`config.mk`:
```
export PLATFORM = sky130hd
export DESIGN_NAME = microwave_mode_fsm_flat
export DESIGN_NICKNAME = d
export VERILOG_FILES = /design/src/rtl/microwave_pkg.sv /design/src/rtl/microwave_mode_fsm_if.sv /design/src/rtl/microwave_mode_fsm_beep_gen.sv /design/src/rtl/microwave_mode_fsm.sv /design/src/flat_wrapper.sv
export SDC_FILE = /design/constraint.sdc
export NUM_CORES = 1
export LEC_CHECK = 0
export ABC_AREA = 1
export CORE_ASPECT_RATIO = 0.9
export CORE_UTILIZATION = 55
export CTS_CLUSTER_SIZE = 20
export DETAILED_ROUTE_END_ITERATION = 16
export GPL_ROUTABILITY_DRIVEN = 0
export PLACE_DENSITY = 0.77
export SLEW_MARGIN = 20
export SYNTH_ARGS = -nofsm -noshare
export SYNTH_HDL_FRONTEND = slang
export SYNTH_SLANG_ARGS = --single-unit
```
`constraint.sdc`:
```
create_clock -name clk -period 4.2 [get_ports clk]
set_clock_uncertainty 0.2 [all_clocks]
set_input_delay 0.63 -clock clk [delete_from_list [all_inputs] [get_ports clk]]
set_output_delay 0.63 -clock clk [all_outputs]
set_load 0.01 [all_outputs]
```
`src/rtl/microwave_pkg.sv`:
```
// Mode encodings shared by the microwave mode sequencer and the run-time
// button controller, so both sides decode the mode bus identically.
package microwave_pkg;

    typedef enum logic [2:0] {
        IDLE   = 3'b000,
        SET    = 3'b001,
        RUN    = 3'b010,
        STOP   = 3'b011,
        FINISH = 3'b100
    } mode_e;

    localparam int RUN_TIME_W = 14;

    // A cook may start only with time left and the door shut.
    function automatic logic start_ok(input logic [RUN_TIME_W-1:0] rt,
                                      input logic                  door);
        return (rt != '0) && !door;
    endfunction

endpackage

```
`src/rtl/microwave_mode_fsm_if.sv`:
```
// Button/door/run-time inputs and mode/status outputs of the mode sequencer.
interface microwave_mode_fsm_if;
    import microwave_pkg::*;

    logic                  btnC;
    logic                  btnL;
    logic                  btnU;
    logic                  btnD;
    logic                  door_open;
    logic [RUN_TIME_W-1:0] run_time;
    logic [2:0]            mode;
    logic                  running;
    logic                  done_pulse;
    logic                  beep;

    modport master (
        output btnC, btnL, btnU, btnD, door_open, run_time,
        input  mode, running, done_pulse, beep
    );

    modport slave (
        input  btnC, btnL, btnU, btnD, door_open, run_time,
        output mode, running, done_pulse, beep
    );

endinterface

```
`src/rtl/microwave_mode_fsm_beep_gen.sv`:
```
// Buzzer square-wave generator: high for the first half-period after enable,
// then toggles every HALF_CYCLES clocks; held at 0 while disabled.
module beep_gen #(
    parameter int HALF_CYCLES = 25_000_000,
    parameter int CNT_W       = 29
) (
    input  logic clk,
    input  logic reset,
    input  logic en,
    output logic beep
);

    localparam logic [CNT_W-1:0] HALF_LAST = CNT_W'(HALF_CYCLES - 1);

    logic [CNT_W-1:0] cnt;
    logic             phase;

    always_ff @(posedge clk or posedge reset) begin
        if (reset) begin
            cnt   <= '0;
            phase <= 1'b0;
        end else if (!en) begin
            cnt   <= '0;
            phase <= 1'b0;
        end else if (cnt == HALF_LAST) begin
            cnt   <= '0;
            phase <= ~phase;
        end else begin
            cnt <= cnt + CNT_W'(1);
        end
    end

    // Gating with en makes beep rise in the very first enabled cycle.
    assign beep = en & ~phase;

endmodule

```
`src/rtl/microwave_mode_fsm.sv`:
```
// Microwave mode sequencer: IDLE/SET/RUN/STOP/FINISH Moore FSM with
// registered running/done_pulse outputs and the FINISH buzzer.
module microwave_mode_fsm
    import microwave_pkg::*;
#(
    parameter int FINISH_CYCLES    = 300_000_000,
    parameter int BEEP_HALF_CYCLES = 25_000_000,
    parameter int CNT_W            = 29
) (
    input  logic                 clk,
    input  logic                 reset,
    microwave_mode_fsm_if.slave  bus
);

    localparam logic [CNT_W-1:0] FIN_LAST = CNT_W'(FINISH_CYCLES - 1);

    mode_e            mode_q;
    mode_e            nxt;
    logic             running_q;
    logic             done_q;
    logic             door_q;
    logic [CNT_W-1:0] fin_cnt;
    logic             any_btn;
    logic             door_rise;

    assign any_btn   = bus.btnC | bus.btnL | bus.btnU | bus.btnD;
    assign door_rise = bus.door_open & ~door_q;

    always_comb begin
        nxt = mode_q;
        case (mode_q)
            IDLE: begin
                if (!bus.btnL && !bus.btnC && (bus.btnU || bus.btnD))
                    nxt = SET;
            end
            SET: begin
                if (bus.btnL)
                    nxt = IDLE;
                else if (bus.btnC && start_ok(bus.run_time, bus.door_open))
                    nxt = RUN;
            end
            RUN: begin
                // Running out of time wins over the door and every button.
                if (bus.run_time == '0)
                    nxt = FINISH;
                else if (bus.door_open || bus.btnC || bus.btnL)
                    nxt = STOP;
            end
            STOP: begin
                if (bus.btnL)
                    nxt = SET;
                else if (bus.btnC) begin
                    if (bus.run_time == '0)
                        nxt = IDLE;
                    else if (!bus.door_open)
                        nxt = RUN;
                end
            end
            FINISH: begin
                if (fin_cnt == FIN_LAST || any_btn || door_rise)
                    nxt = IDLE;
            end
            default: nxt = IDLE;
        endcase
    end

    always_ff @(posedge clk or posedge reset) begin
        if (reset) begin
            mode_q    <= IDLE;
            running_q <= 1'b0;
            done_q    <= 1'b0;
            door_q    <= 1'b0;
            fin_cnt   <= '0;
        end else begin
            mode_q    <= nxt;
            running_q <= (nxt == RUN);
            done_q    <= (nxt == FINISH) && (mode_q != FINISH);
            door_q    <= bus.door_open;
            // Counter restarts at 0 on every entry and stops at FIN_LAST.
            if (mode_q == FINISH && nxt == FINISH)
                fin_cnt <= fin_cnt + CNT_W'(1);
            else
                fin_cnt <= '0;
        end
    end

    beep_gen #(
        .HALF_CYCLES (BEEP_HALF_CYCLES),
        .CNT_W       (CNT_W)
    ) u_beep_gen (
        .clk   (clk),
        .reset (reset),
        .en    (mode_q == FINISH),
        .beep  (bus.beep)
    );

    assign bus.mode       = mode_q;
    assign bus.running    = running_q;
    assign bus.done_pulse = done_q;

endmodule

```
`src/flat_wrapper.sv`:
```
// flat-port wrapper written by rule: the top's interface ports become plain ports
module microwave_mode_fsm_flat import microwave_pkg::*;
#(
    parameter int FINISH_CYCLES    = 300_000_000,
    parameter int BEEP_HALF_CYCLES = 25_000_000,
    parameter int CNT_W            = 29
)
  (clk, reset, bus_btnC, bus_btnL, bus_btnU, bus_btnD, bus_door_open, bus_run_time, bus_mode, bus_running, bus_done_pulse, bus_beep);
  microwave_mode_fsm_if bus_i ();
  input  logic clk;
  input  logic reset;
  input wire logic [$bits(bus_i.btnC)-1:0] bus_btnC;
  input wire logic [$bits(bus_i.btnL)-1:0] bus_btnL;
  input wire logic [$bits(bus_i.btnU)-1:0] bus_btnU;
  input wire logic [$bits(bus_i.btnD)-1:0] bus_btnD;
  input wire logic [$bits(bus_i.door_open)-1:0] bus_door_open;
  input wire logic [$bits(bus_i.run_time)-1:0] bus_run_time;
  output wire logic [$bits(bus_i.mode)-1:0] bus_mode;
  output wire logic [$bits(bus_i.running)-1:0] bus_running;
  output wire logic [$bits(bus_i.done_pulse)-1:0] bus_done_pulse;
  output wire logic [$bits(bus_i.beep)-1:0] bus_beep;
  assign bus_i.btnC = bus_btnC;
  assign bus_i.btnL = bus_btnL;
  assign bus_i.btnU = bus_btnU;
  assign bus_i.btnD = bus_btnD;
  assign bus_i.door_open = bus_door_open;
  assign bus_i.run_time = bus_run_time;
  assign bus_mode = bus_i.mode;
  assign bus_running = bus_i.running;
  assign bus_done_pulse = bus_i.done_pulse;
  assign bus_beep = bus_i.beep;
  microwave_mode_fsm #(.FINISH_CYCLES(FINISH_CYCLES), .BEEP_HALF_CYCLES(BEEP_HALF_CYCLES), .CNT_W(CNT_W)) u_core (.clk(clk), .reset(reset), .bus(bus_i));
endmodule
```
## After elaboration in Yosys (flattened, before gate mapping)

Cells that the tools add are included.

| storage, ports and cells | value |
|---|---|
| latch bits | 0 |
| memories | 0 |
| output and inout bits | 6 |
| bits in writable memories | 0 |
| input bits | 21 |
| memory bits (read-only) | 0 |
| word-level logic and storage cells | 59 |
| register bits | 65 |

| operators by class | value |
|---|---|
| add/sub/neg operators | 2 |
| reduce and logical (&&, ||, !) cells | 17 |
| multiply operators | 0 |
| magnitude comparators | 0 |
| shift-type cells | 0 |
| eq/ne operators | 10 |
| multiplexer cells | 16 |
| bitwise logic cells | 7 |
| div/mod/pow operators | 0 |

Operator list:

| cell | number |
|---|---|
| 29-bit 2-to-1 mux | 3 |
| 29-bit by 1-bit adder with 29-bit output, second input constant | 2 |
| 3-bit 2-to-1 mux | 10 |
| 29-bit by 25-bit equality test with 1-bit output, second input constant | 1 |
| 29-bit equality test, second input constant | 1 |
| 3-bit case mux with 5 select lines | 1 |
| 14-bit zero test | 1 |
| 14-bit nonzero test | 1 |
| 3-bit by 2-bit equality test with 1-bit output, second input constant | 3 |
| 3-bit equality test, second input constant | 2 |
| 1-bit logical AND | 6 |
| 1-bit logical OR | 5 |
| 3-bit by 1-bit equality test with 1-bit output, second input constant | 1 |
| 1-bit zero test | 3 |
| 3-bit zero test | 1 |
| 3-bit inequality test, second input constant | 1 |
| 1-bit OR | 3 |
| 1-bit bitwise AND | 2 |
| 1-bit 2-to-1 mux | 2 |
| 2-bit by 1-bit inequality test with 1-bit output, second input constant | 1 |
| 1-bit inverter | 2 |

## Logic depth before layout (Yosys ltp)

Gate-level depths: netlist (run 1).

| logic depth | value |
|---|---|
| word-level depth | 10 |
| depth in mapped cells | 11 |
| gate-level depth less buffers | 10 |

## Hierarchy

Synthesis (run 1) repeated with hierarchy kept, for this count alone.

| second synthesis, totals | value |
|---|---|
| cell total of the unflattened synthesis | 543 |
| area, all modules | 3854.9 µm² |

By module, submodules not included:

| module | times used | area an instance (µm²) | cells an instance | sequential area each (µm²) |
|---|---|---|---|---|
| microwave_mode_fsm | 1 | 2053.2 | 283 | 875.8 |
| beep_gen | 1 | 1801.7 | 260 | 750.7 |

## Least setup slack after synthesis (run 1)

Ideal clock, no wire load.

| timing | value |
|---|---|
| path kind | register -> output |
| from | register u_core.mode_q[0] (netlist: u_core.bus.mode[0]) |
| to | output bus_beep |
| path slack | 2277 ps |
| stages on the path, launching flop included | 5 |
| data required time | 3370 ps |
| buffers on the path | 1 |
| arrival | 1093 ps |
| cells stage by stage | dfrtp_1 -> nor2_1 -> nand2_1 -> clkbuf_1 -> nor2_1 |

| between the ends | value |
|---|---|
| longest elaborated chain between the ends | 2 |

RTL lines:

| element | line | text |
|---|---|---|
| start: declaration | microwave_mode_fsm.sv:17 | `mode_e mode_q;` |
| start signal: assignment | microwave_mode_fsm.sv:75 | `mode_q <= nxt;` |
| 3-bit equality test | microwave_mode_fsm.sv:93 | `.en (mode_q == FINISH),` |
| 1-bit bitwise AND | microwave_mode_fsm_beep_gen.sv:34 | `assign beep = en & ~phase;` |
| end: declaration | flat_wrapper.sv:21 | `output wire logic [$bits(bus_i.beep)-1:0] bus_beep;` |

No other way between the ends.

## Final worst setup path (run 1)

Same ends and word-level chain as after synthesis.

==> out/metrics.yaml, run 1 <==
status: "finished, final reports clean"
routedWlPerCell_um: 13.7
die_w_um: 89.2
cts_tree: "yes"
syn_to_final_growth_pct: 13.5
grt_pass1_wl_mm: 15.1
ys_seq_area_share_pct: 43.2
internal_power_uw: 914
vias: 3401
ctsHoldBuffers: 0
root_buffer: "clkbuf_8"
n_fill_cell: 589
drtIter0Drc: 374
cap_violations: 0
p_total_mw: 1.22
r2r_cells: 8
netlist_top_cells_area: "dfrtp_1 43%, nor2_1 11%, nand2_1 8.4%"
hpwl_mm: 6.51
final-setup-viol-count: 0
cp-start-kind: "register"
crit_chain: "nor2_1 -> nand2_1 -> nor2_1 -> clkdlybuf4s50_1"
slowest_delay_ns: 0.58
fin_nets: 561
grtUsageTotal_pct: 27.7
io_pins: 27
synthCells: 506
power_frac_clock_pct: 38.0
cpMostUsedCell: "nor2_1"
ys_ff_latch: 65
dieHeight_um: 80.5
clock_sinks: 65
seqPwrFrac_pct: 53.5
tightest_slew_ns: 0.746
clockBufferDepth: 2
setup-tns-final_ns: 0
ant_nets: 0
fmax_ghz: 0.322
start_util_pct: 57.2
htree_num_levels: 3
vdd_ir_drop_max_mv: 0.274
drv_slew: 0
netlist_area_um2: 3760
p_switching_uw: 303
rsz0062_at_grt: "no"
holdPathStages: 2
first_global_vias: 3253
yosys.area.top_type: "dfrtp_1"
vias_per_cell: 5.38
clk_pin_slew_ns: 0.07
postCtsSetupBuffers: 0
cts_resized: 0
layoutNonFillerInstCount: 632
grt_max_degree: 51
comb_power_share_pct: 8.5
yosys_warnings: 0
routed_wl_mm: 8.65
dr.pass1.iters: 5
syn_avg_cell_area_um2: 7.44
syn-num-nets: 529
grt_overflow_total: 0
portBuffers: 26
dieArea_um2: 7180
rows: 28
power_density_nw_per_um2: 285
numCtsBuffers: 9
antenna_found_initial: 0
hold_viol: 0
fin_crit_ns: 3.10
p_sw_share_pct: 24.9
clkLatencyLatePin_ns: 0.34
critPathCaptureType: "output port"
holdCritPathClass: "register to register"
crit_required_ns: 3.37
crit_slowest_cell: "clkdlybuf4s50_1"
antenna_cells: 0
coreArea_um2: 6590
leakagePower_nw: 1.66
dp_cells: 617
synth_top_area_share_pct: 43.2
crit_arrival_ns: 2.27
drt_drc_violations_left: 0
critPathMaxFanout: 20
ys_types: 31
fin_hold_ws_ns: 0.355
finalCritPeriodShare_pct: 73.9
timing_worst_setup_path_type: "register to output port"
drive_gt1_share_pct: 5.35
relSlewSlack_pct: 50.1
power groups by stage:
stage / sequential [mW] / clock, mW / combinational, mW
floorplan: 0.665 / 0 / 0.0427
global placement: 0.660 / 0 / 0.102
detailed placement: 0.662 / 0 / 0.106
CTS: 0.650 / 0.471 / 0.106
global route: 0.651 / 0.495 / 0.117
finish: 0.650 / 0.462 / 0.104
state kept, by name (all words and copies together), names as in the netlist:
name / flops
u_core.bus.done_pulse: 1
u_core.bus.mode: 3
u_core.bus.running: 1
u_core.door_q: 1
u_core.fin_cnt: 29
u_core.u_beep_gen.cnt: 29
u_core.u_beep_gen.phase: 1
cells in the final DEF (no fill, tap or decap), drive strengths merged, types with 6 or more instances in the layout:
cell | netlist | layout
inv | 70 | 70
dfrtp | 65 | 65
nand3 | 34 | 34
o21ai | 9 | 9
xor2 | 24 | 24
nor2 | 114 | 114
nor3 | 41 | 41
clkdlybuf4s50 | 0 | 26
nand2 | 87 | 87
a21oi | 7 | 7
clkbuf | 2 | 12
nand4 | 21 | 21
nor4 | 7 | 7
xnor2 | 6 | 6
cells in the mapped netlist:
master / number
xnor2_1: 6
or2_2: 2
nand2_1: 84
nor2_2: 1
nand4_4: 1
nand2_2: 3
nand4_1: 20
a31oi_1: 3
o21ai_2: 1
inv_1: 70
nand3_1: 32
clkbuf_1: 2
nor2_1: 111
o21ai_0: 8
nor3_4: 1
buf_4: 1
a21oi_1: 7
ha_1: 2
nor4_1: 7
nand3_2: 2
and2_1: 1
nor3_2: 1
nand3b_1: 3
dfrtp_1: 65
xor2_1: 24
a211oi_1: 1
buf_2: 1
nor3b_1: 3
nor2_4: 2
nor3_1: 39
buf_6: 2
metal layers:
metal  track usage [%]  part of all wire, %
met1              41.3                   49
met2              39.8                   43
met3              6.58                  6.9
met4              7.94                  1.1
met5                 0                    0
layout make-up:
class / count / area (um^2) / area share [%]
clock buffer: 12 / 145 / 3.40
sequential: 65 / 1630 / 38.1
clock inverter: 3 / 17.5 / 0.410
inverter: 70 / 263 / 6.15
timing repair buffer: 27 / 268 / 6.27
tap: 90 / 113 / 2.64
multi-input combinational: 365 / 1840 / 43.1
worst paths after layout:
path / from / end / slack, ns
max: u_core.bus.mode[0] / bus_beep / 1.10
min: u_core.u_beep_gen.cnt[28] / u_core.u_beep_gen.cnt[28] / 0.35
max reg2reg: u_core.u_beep_gen.cnt[0] / u_core.u_beep_gen.phase / 1.54
min reg2reg: u_core.u_beep_gen.cnt[28] / u_core.u_beep_gen.cnt[28] / 0.35
max in group asynchronous: reset / u_core.bus.mode[1] / 2.50
min in group asynchronous: reset / u_core.fin_cnt[28] / 0.36
critical path, delay by kind of cell, from the launching register on:
kind          cells  cell delay (ns)
simple gates      3             0.91
flops             1             0.44
buf+inv           1             0.58
cell families after synthesis:
family,after synthesis,share of synthesized area [%]
xor gates and xnor gates,30,6.98
AOI/OAI and AO/OA,20,2.92
DFF,65,43.2
and+or+nand+nor,313,38.1
adders and majority gates,2,0.665
buffers and inverters,76,8.11
through the flow:
| step | area (um^2) | setup WS (ns) | utilization (%) |
|---|---|---|---|
| floorplan | 3760 | 1.74 | - |
| finish | 4270 | 1.10 | 64.9 |
| CTS | 4270 | 1.05 | 64.8 |
| global route | 4270 | 0.887 | 64.9 |
| global placement | 4100 | 1.47 | 62.3 |
| detailed placement | 4100 | 1.35 | 62.3 |
Note: power is estimated with default switching activity, not from simulation.
==> inputs of run 2 (changes only) <==
- clock period: 4.2 -> 3 ns (I/O delays scaled with it)
==> out/metrics.yaml, run 2 (same netlist as run 1, synthesis figures left out) <==
syn_to_final_growth_pct: 14.9
register_area_um2: 1630
multi_input_area_um2: 1830
crit_slowest_cell: "nand3_1"
htree_num_levels: 3
final_common_cell: "nor2_1"
portBuffers: 26
power_density_nw_per_um2: 415
grt_overflow_total: 0
crit_family: "simple AND/OR/NAND/NOR gates"
fin_nets: 564
clk_pin_slew_ns: 0.07
cpMostUsedCell: "nand2_1"
antenna_cells: 0
die_w_um: 89.2
fin_crit_ns: 2.56
root_buffer: "clkbuf_8"
rsz0062_at_grt: "no"
antenna_found_initial: 0
crit_chain: "ha_1 -> nand2_1 -> nor2_1 -> nand2_1 -> nor3_1 -> nand2_1 -> nand3_1 -> o21ai_0"
critPathMaxFanout: 13
holdCritPathClass: "register to register"
vias: 3416
clock_sinks: 65
hold_viol: 0
grtUsageTotal_pct: 26.6
routed_wl_mm: 8.56
first_global_vias: 3110
drive_gt1_share_pct: 6.41
rrSetupSlack_ns: 0.44
hpwl_mm: 6.38
worst-path-buf-inv: 0
dpl_cell_area_um2: 4130
finalCritPeriodShare_pct: 85.3
fin_hold_ws_ns: 0.332
ctsHoldBuffers: 0
crit_arrival_ns: 2.57
numCtsBuffers: 9
drt_drc_violations_left: 0
post-route-cell-area_um2: 4330
setup_slack_ns: 0.440
clkLatencyLatePin_ns: 0.35
dieHeight_um: 80.5
drv_slew: 0
post-route-util_pct: 65.7
cts_tree: "yes"
clockBufferDepth: 2
grt_max_degree: 66
relSlewSlack_pct: 47.0
crit_required_ns: 3.01
postCtsSetupBuffers: 0
cts_resized: 0
setup-tns-final_ns: 0
slowest_delay_ns: 0.49
post-place-ws_ns: 0.496
leakagePower_nw: 1.68
fmax_ghz: 0.391
io_pins: 27
coreArea_um2: 6590
vdd_ir_drop_max_mv: 0.379
cap_violations: 0
cp-start-kind: "register"
tightest_slew_ns: 0.795
dp_cells: 620
rows: 28
grt_pass1_wl_mm: 14.4
p_total_mw: 1.80
status: "finished, final reports clean"
ant_nets: 0
critPathCaptureType: "register"
dr.pass1.iters: 6
timing_worst_setup_path_type: "register to register"
final-setup-viol-count: 0
dieArea_um2: 7180
routedWlPerCell_um: 13.5
n_fill_cell: 603
layoutNonFillerInstCount: 636
drtIter0Drc: 416
vias_per_cell: 5.37
layout_common_cells: "111 x nor2_1, 84 x nand2_1, 69 x inv_1"
start_util_pct: 57.2
run 2: cell types whose count changed in the layout (fill, tap and decap cells not counted), sizes merged:
cell,change
buf,+3
clkinv,-2
clkinvlp,+2
clkbuf,+1
run 2: power by group:
part	internal [mW]	total [mW]	leakage, nW	switching (mW)
Clock	0.390	0.745	0.0939	0.355
Sequential	0.892	0.909	0.904	0.0162
Combinational	0.0707	0.142	0.685	0.0717
Total	1.35	1.80	1.68	0.443
run 2: layout make-up:
type	instances	share of cell area (%)
multi-input cells	365	42.4
flip-flops and latches	65	37.6
clock inverters	3	0.521
well taps	90	2.60
repair buffers	30	6.71
clock buffers	13	4.14
inverters	70	6.07
run 2: path summary, 6_finish.rpt:
check                                         startpoint                         to  cells past startpoint
worst max-delay path            u_core.u_beep_gen.cnt[0]    u_core.u_beep_gen.phase                      8
worst min-delay path                   u_core.fin_cnt[0]          u_core.fin_cnt[0]                      1
worst max register to register  u_core.u_beep_gen.cnt[0]    u_core.u_beep_gen.phase                      8
worst min register to register         u_core.fin_cnt[0]          u_core.fin_cnt[0]                      1
max in group asynchronous                          reset  u_core.u_beep_gen.cnt[14]                      3
min in group asynchronous                          reset         u_core.fin_cnt[23]                      3
run 2: routing by layer:
metal,vias to the layer above,wire length [um],part of all wire [%],GRT usage [%]
li1,1695,-,-,-
met1,1569,4050,47,39.9
met2,140,3610,42,37.3
met3,12,780,9.1,6.99
met4,0,108,1.3,7.46
met5,-,0,0,0
